$ cat config.mk
export PLATFORM = sky130hd
export DESIGN_NAME = cbus_rr_arbiter_flat
export DESIGN_NICKNAME = d
export VERILOG_FILES = /design/src/rtl/cbus_rr_arbiter_if.sv /design/src/rtl/cbus_rr_arbiter.sv /design/src/flat_wrapper.sv
export SDC_FILE = /design/constraint.sdc
export NUM_CORES = 1
export LEC_CHECK = 0
export ABC_AREA = 1
export BUFFER_PORTS_ARGS = -buffer_cell sky130_fd_sc_hd__buf_2
export CAP_MARGIN = 40
export CORE_AREA = 2 2 103 105
export DETAILED_ROUTE_END_ITERATION = 8
export DIE_AREA = 0 0 105 107
export GPL_TIMING_DRIVEN = 0
export PLACE_DENSITY_LB_ADDON = 0.25
export SETUP_SLACK_MARGIN = 0.5
export SYNTH_ARGS = -nofsm -noshare
export SYNTH_HDL_FRONTEND = slang
export SYNTH_SLANG_ARGS = --single-unit
$ cat constraint.sdc
create_clock -name clk -period 1.2 [get_ports clk]
set_clock_uncertainty 0.05 [all_clocks]
set_input_delay 0.06 -clock clk [delete_from_list [all_inputs] [get_ports clk]]
set_output_delay 0.06 -clock clk [all_outputs]
set_load 0.03 [all_outputs]
$ cat src/rtl/cbus_rr_arbiter_if.sv
// rtl/cbus_rr_arbiter_if.sv - cbus transaction types and the arbiter port bundle
package cbus_pkg;
    localparam int LEN_W = 4;

    typedef struct packed {
        logic             valid;
        logic             write;
        logic [15:0]      addr;
        logic [31:0]      wdata;
        logic [LEN_W-1:0] len;
    } cbus_req_t;

    typedef struct packed {
        logic        ready;
        logic        last;
        logic [31:0] rdata;
    } cbus_resp_t;
endpackage

interface cbus_rr_arbiter_if #(
    parameter int NUM_INPUTS = 2
);
    import cbus_pkg::*;

    localparam int ID_W = (NUM_INPUTS > 1) ? $clog2(NUM_INPUTS) : 1;

    cbus_req_t  [NUM_INPUTS-1:0] ireqs;
    cbus_resp_t [NUM_INPUTS-1:0] iresps;
    cbus_req_t                   oreq;
    cbus_resp_t                  oresp;
    logic                        busy;
    logic [ID_W-1:0]             grant_id;

    modport slave (
        input  ireqs,
        input  oresp,
        output iresps,
        output oreq,
        output busy,
        output grant_id
    );

    modport master (
        output ireqs,
        output oresp,
        input  iresps,
        input  oreq,
        input  busy,
        input  grant_id
    );
endinterface

$ cat src/rtl/cbus_rr_arbiter.sv
// rtl/cbus_rr_arbiter.sv - round-robin arbiter granting one cbus master per burst
module cbus_rr_arbiter
    import cbus_pkg::*;
#(
    parameter int NUM_INPUTS = 2
) (
    input  logic               clk,
    input  logic               resetn,
    cbus_rr_arbiter_if.slave   bus
);
    localparam int ID_W = (NUM_INPUTS > 1) ? $clog2(NUM_INPUTS) : 1;

    typedef enum logic {
        IDLE = 1'b0,
        BUSY = 1'b1
    } state_t;

    state_t            state_q, state_d;
    logic [ID_W-1:0]   sel_q, sel_d;
    logic [ID_W-1:0]   last_q, last_d;
    logic [LEN_W-1:0]  beat_q, beat_d;

    logic              any_valid;
    logic [ID_W-1:0]   pick;
    int                idx;

    // Search starts just after the previous winner and wraps, giving rotating priority.
    always_comb begin
        any_valid = 1'b0;
        pick      = '0;
        idx       = 0;
        for (int k = 1; k <= NUM_INPUTS; k++) begin
            idx = int'(last_q) + k;
            if (idx >= NUM_INPUTS) begin
                idx = idx - NUM_INPUTS;
            end
            if (!any_valid && bus.ireqs[idx].valid) begin
                any_valid = 1'b1;
                pick      = ID_W'(idx);
            end
        end
    end

    always_comb begin
        state_d      = state_q;
        sel_d        = sel_q;
        last_d       = last_q;
        beat_d       = beat_q;
        bus.oreq     = '0;
        bus.iresps   = '0;
        bus.busy     = 1'b0;
        bus.grant_id = '0;

        unique case (state_q)
            IDLE: begin
                if (any_valid) begin
                    sel_d   = pick;
                    beat_d  = '0;
                    state_d = BUSY;
                end
            end
            BUSY: begin
                bus.oreq            = bus.ireqs[sel_q];
                bus.iresps[sel_q]   = bus.oresp;
                bus.busy            = 1'b1;
                bus.grant_id        = sel_q;
                if (bus.oresp.ready) begin
                    if (bus.oresp.last) begin
                        state_d = IDLE;
                        last_d  = sel_q;
                    end else begin
                        beat_d = beat_q + 1'b1;
                    end
                end
            end
            default: state_d = IDLE;
        endcase
    end

    always_ff @(posedge clk) begin
        if (!resetn) begin
            state_q <= IDLE;
            sel_q   <= '0;
            last_q  <= ID_W'(NUM_INPUTS - 1);
            beat_q  <= '0;
        end else begin
            state_q <= state_d;
            sel_q   <= sel_d;
            last_q  <= last_d;
            beat_q  <= beat_d;
        end
    end
endmodule

$ cat src/flat_wrapper.sv
// flat-port wrapper written by rule: the top's interface ports become plain ports
module cbus_rr_arbiter_flat import cbus_pkg::*;
#(
    parameter int NUM_INPUTS = 2
)
  (clk, resetn, bus_ireqs, bus_oresp, bus_iresps, bus_oreq, bus_busy, bus_grant_id);
  cbus_rr_arbiter_if #(.NUM_INPUTS(NUM_INPUTS)) bus_i ();
  input  logic clk;
  input  logic resetn;
  input wire logic [$bits(bus_i.ireqs)-1:0] bus_ireqs;
  input wire logic [$bits(bus_i.oresp)-1:0] bus_oresp;
  output wire logic [$bits(bus_i.iresps)-1:0] bus_iresps;
  output wire logic [$bits(bus_i.oreq)-1:0] bus_oreq;
  output wire logic [$bits(bus_i.busy)-1:0] bus_busy;
  output wire logic [$bits(bus_i.grant_id)-1:0] bus_grant_id;
  assign bus_i.ireqs = bus_ireqs;
  assign bus_i.oresp = bus_oresp;
  assign bus_iresps = bus_i.iresps;
  assign bus_oreq = bus_i.oreq;
  assign bus_busy = bus_i.busy;
  assign bus_grant_id = bus_i.grant_id;
  cbus_rr_arbiter #(.NUM_INPUTS(NUM_INPUTS)) u_core (.clk(clk), .resetn(resetn), .bus(bus_i));
endmodule
# Word-level counts from Yosys, hierarchy flattened
# Index checks and enable logic that the tools add are counted.
# W data, S select, Z words.
[classes]
n_addsub = 4
mul = 0
div = 0
order_cmp = 6
n_eq_ne = 0
shifts = 0
n_mux = 24
n_bitwise = 2
reduce_logical = 5
[op_table]
columns = ["cell", "n"]
rows = [
  ["$mux W54", 9],
  ["$and A68 B68 Y68", 1],
  ["$mux W68", 1],
  ["$ge A32 B3 Y1 const B", 2],
  ["$lt A32 B3 Y1 const B", 2],
  ["$mux W32", 2],
  ["$sub A32 B3 Y32 const B", 2],
  ["$demux W34 S1", 1],
  ["$mux W34", 1],
  ["$mux W1", 9],
  ["$add A1 B2 Y3 const B", 1],
  ["$reduce_and A3 Y1", 1],
  ["$add A1 B1 Y2 const B", 1],
  ["$logic_and A1 B1 Y1", 2],
  ["$lt A1 B2 Y1 const B", 1],
  ["$pmux W1 S2", 1],
  ["$reduce_and A2 Y1", 1],
  ["$ge A1 B1 Y1 const B", 1],
  ["$logic_not A1 Y1", 1],
  ["$not A1 Y1", 1],
]
[word_totals]
ff_bits = 3
latchBits = 0
ramBits = 0
rom_bits = 0
out_inout_bits = 124
wordCells = 44
n_memories = 0

# Longest topological paths before layout
[depth]
depth_word = 12
mapped_depth = 6
mapped_depth_nobuf = 5

# Least setup slack after synthesis
# OpenSTA, ideal clock, no wires.
[synth_timing]
path_type = "register -> output"
from = "register u_core.state_q"
to = "output port bus_oreq[44]"
arrival_time_ns = 1.392
path_slack_ns = -0.302
stages_incl_launch_ff = 6
path_buffers = 1
path_cell_list = "dfxtp_1 > nand2_2 > clkinv_2 > buf_2 > nand2_1 > nand2_1"
[synth_between]
elab_chain_cells = 1
[synth_rtl]
columns = ["item", "line_no", "source"]
rows = [
  ["start: declaration", "cbus_rr_arbiter.sv:18", "state_t state_q, state_d;"],
  ["start signal: assignment", "cbus_rr_arbiter.sv:87", "state_q <= state_d;"],
  ["$mux W54", "cbus_rr_arbiter.sv:54", "unique case (state_q)"],
  ["end: declaration", "flat_wrapper.sv:13", "output wire logic [$bits(bus_i.oreq)-1:0] bus_oreq;"],
]
# Every way passes these cells.

# Final worst setup path
[layout_timing]
from = "register u_core.state_q"
to = "output port bus_iresps[20]"
[layout_between]
elab_chain_cells = 1
[layout_rtl]
columns = ["item", "line_no", "source"]
rows = [
  ["$mux W68", "cbus_rr_arbiter.sv:54", ""],
  ["end: declaration", "flat_wrapper.sv:12", "output wire logic [$bits(bus_i.iresps)-1:0] bus_iresps;"],
]
# Every way passes these cells.

==> flow_summary.toml <==
[status]
status = "finished with violations"
failed_checks = "negative setup slack"

[setup_path]
crit_fanout = 5
path_class = "reg -> out"
crit_path_end_kind = "output port"
worstPathRequired_ps = 1090
cp-start-kind = "flop"
cp_data_arrival_time_ps = 1390

[global_route]
grt_max_degree = 11
antenna_found_initial = 1
overflow = 0
grt_usage = 0.1462
grt_pass1_wl_um = 13470
grt_pass1_vias = 2843

[power]
p_per_area_mw_per_mm2 = 542.6
peakVddDrop_mv = 0.3448
power.leakage_nw = 2.731

[route]
wl_um = 9654
drc_errors = 0
drtIter0Drc = 138
final_antenna_net_count = 0
wire_per_inst_um = 13.10
drt_first_pass_iters = 5
viasPerCell = 4.012
vias = 2957

[sta]
finalCritPeriodShare = 1.247
tightest_slew_ps = 205.1
slew_headroom = 0.8631
slew_violations = 0
setup_viol = 124
min_period_ps = 1497
setup_ws_ps = -296.5
rsz0062_at_grt = "yes"
max_freq_mhz = 668.2
hold_viol = 0

[die]
io_pins = 268
coreArea_mm2 = 0.01009
start_util = 0.1292
die_x_um = 105
die_h_um = 107
die_area_mm2 = 0.01124
rows = 37

[layout]
stdcell_count = 737
mostFrequentLayoutCells = "buf_2 (143), buf_6 (123), nand2_4 (70), nor2_4 (68), nand2_1 (59)"
area_growth_pct = 306.3
drive_gt1_frac = 0.8286
fin_util = 0.5249
diodes = 0
fin_nets = 746
final_common_cell = "buf_2"

[synth]
netlist_area_mm2 = 0.001304
ys_seq_elements = 3
synthCells = 304
syn-num-nets = 448
syn_area_per_cell_um2 = 4.289
synthDistinctLibCells = 15
synth_warnings = 0
ys_seq_area_frac = 0.04607

[job]
cap_violations = 0

[clock_network]
insertion_delay_ps = 220
clock_sinks = 3
cts_inserted_buffers = 3
htree_num_levels = 1
cts_buffer_depth = 2
clk_pin_slew_ps = 30
ctsHoldBuffers = 0
cts_root_buf = "clkbuf_8"
cts_tree = "yes"

[placed_design]
place_inst = 707
place_congestion = 0.7882
numPortBuffers = 267
dp_slack_ps = -390.4
hpwl_um = 6905

[worst_hold_path]
hp-class = "in -> reg"
-- area by class of cell --
type | instances | area (um2)
Buffer | 17 | 297.8
Clock buffer | 4 | 45.04
Fill cell | 892 | 4795
Inverter | 39 | 173.9
Multi-Input combinational cell | 245 | 2082
Sequential cell | 3 | 67.56
Tap cell | 136 | 170.2
Timing Repair Buffer | 291 | 2439
Timing Repair inverter | 2 | 22.52
-- registers in the layout, summed over array words and instances, names as in the netlist --
name,cells
u_core.last_q,1
u_core.sel_q,1
u_core.state_q,1
-- what timing repair did --
action,in CTS,in global routing
cloned,3,5
gates resized for setup,188,192
buffers inserted,8,10
setup endpoints to repair,127,127
pin swaps,4,6
-- synth_stat cells --
library cell / count / area, um2
inv_2: 2 / 7.510
o21ai_0: 2 / 10.01
clkbuf_1: 3 / 11.26
clkinv_2: 1 / 5.000
nand2_1: 168 / 630.6
nand3_1: 2 / 10.01
a21oi_1: 1 / 5.000
nor2_2: 1 / 6.260
clkbuf_8: 1 / 13.76
nor2_1: 70 / 262.8
nand2_2: 1 / 6.260
dfxtp_1: 3 / 60.06
buf_12: 5 / 100.1
inv_1: 36 / 135.1
buf_2: 8 / 40.04
-- critical path: stages (launching register included) --
cell and delay (ps):
dfxtp_4 370, inv_4 50, nor2_4 110, buf_6 170, inv_12 60, buf_12 140, nor2_4 110, buf_6 150
-- final timing paths --
| check | startpoint | end | slack, ps | depth (start not counted) |
|---|---|---|---|---|
| min reg2reg | u_core.last_q | u_core.last_q | 430 | 2 |
| min | resetn | u_core.last_q | 10 | 2 |
| max | u_core.state_q | bus_iresps[20] | -300 | 7 |
| max reg2reg | u_core.state_q | u_core.sel_q | -20 | 8 |
-- per-stage QoR --
stage	area [um2]	hold WS, ps	setup TNS [ps]	total power, mW
after global routing	5298	28.51	-34810	3.011
after CTS	4568	13.56	-31170	2.640
after global placement	3802	230.0	-21320	1.891
after floorplan	2296	94.67	0	1.353
after detailed placement	3802	232.0	-23040	1.908
final	5298	13.21	-28740	2.875
-- routing by layer --
layer	vias to the layer above	GRT usage	part of all wire
met5	-	0	0.0013
met4	2	0.03714	0.0077
met3	6	0.03283	0.080
met2	153	0.2964	0.57
met1	1328	0.1492	0.34
li1	1468	-	-
-- where the power goes --
part           internal (mW)  switching, mW  total (mW)
clock                  0.227         0.0685       0.295
combinational           1.12           1.34        2.46
sequential             0.106         0.0110       0.117
-- logic make-up after synthesis --
kind of cell,after synthesis,synth area share
AOI/OAI and AO/OA,3,0.01151
buffers and inverters,56,0.2399
DFF,3,0.04607
and+or+nand+nor,242,0.7025
Power figures use the tool's default switching activity.
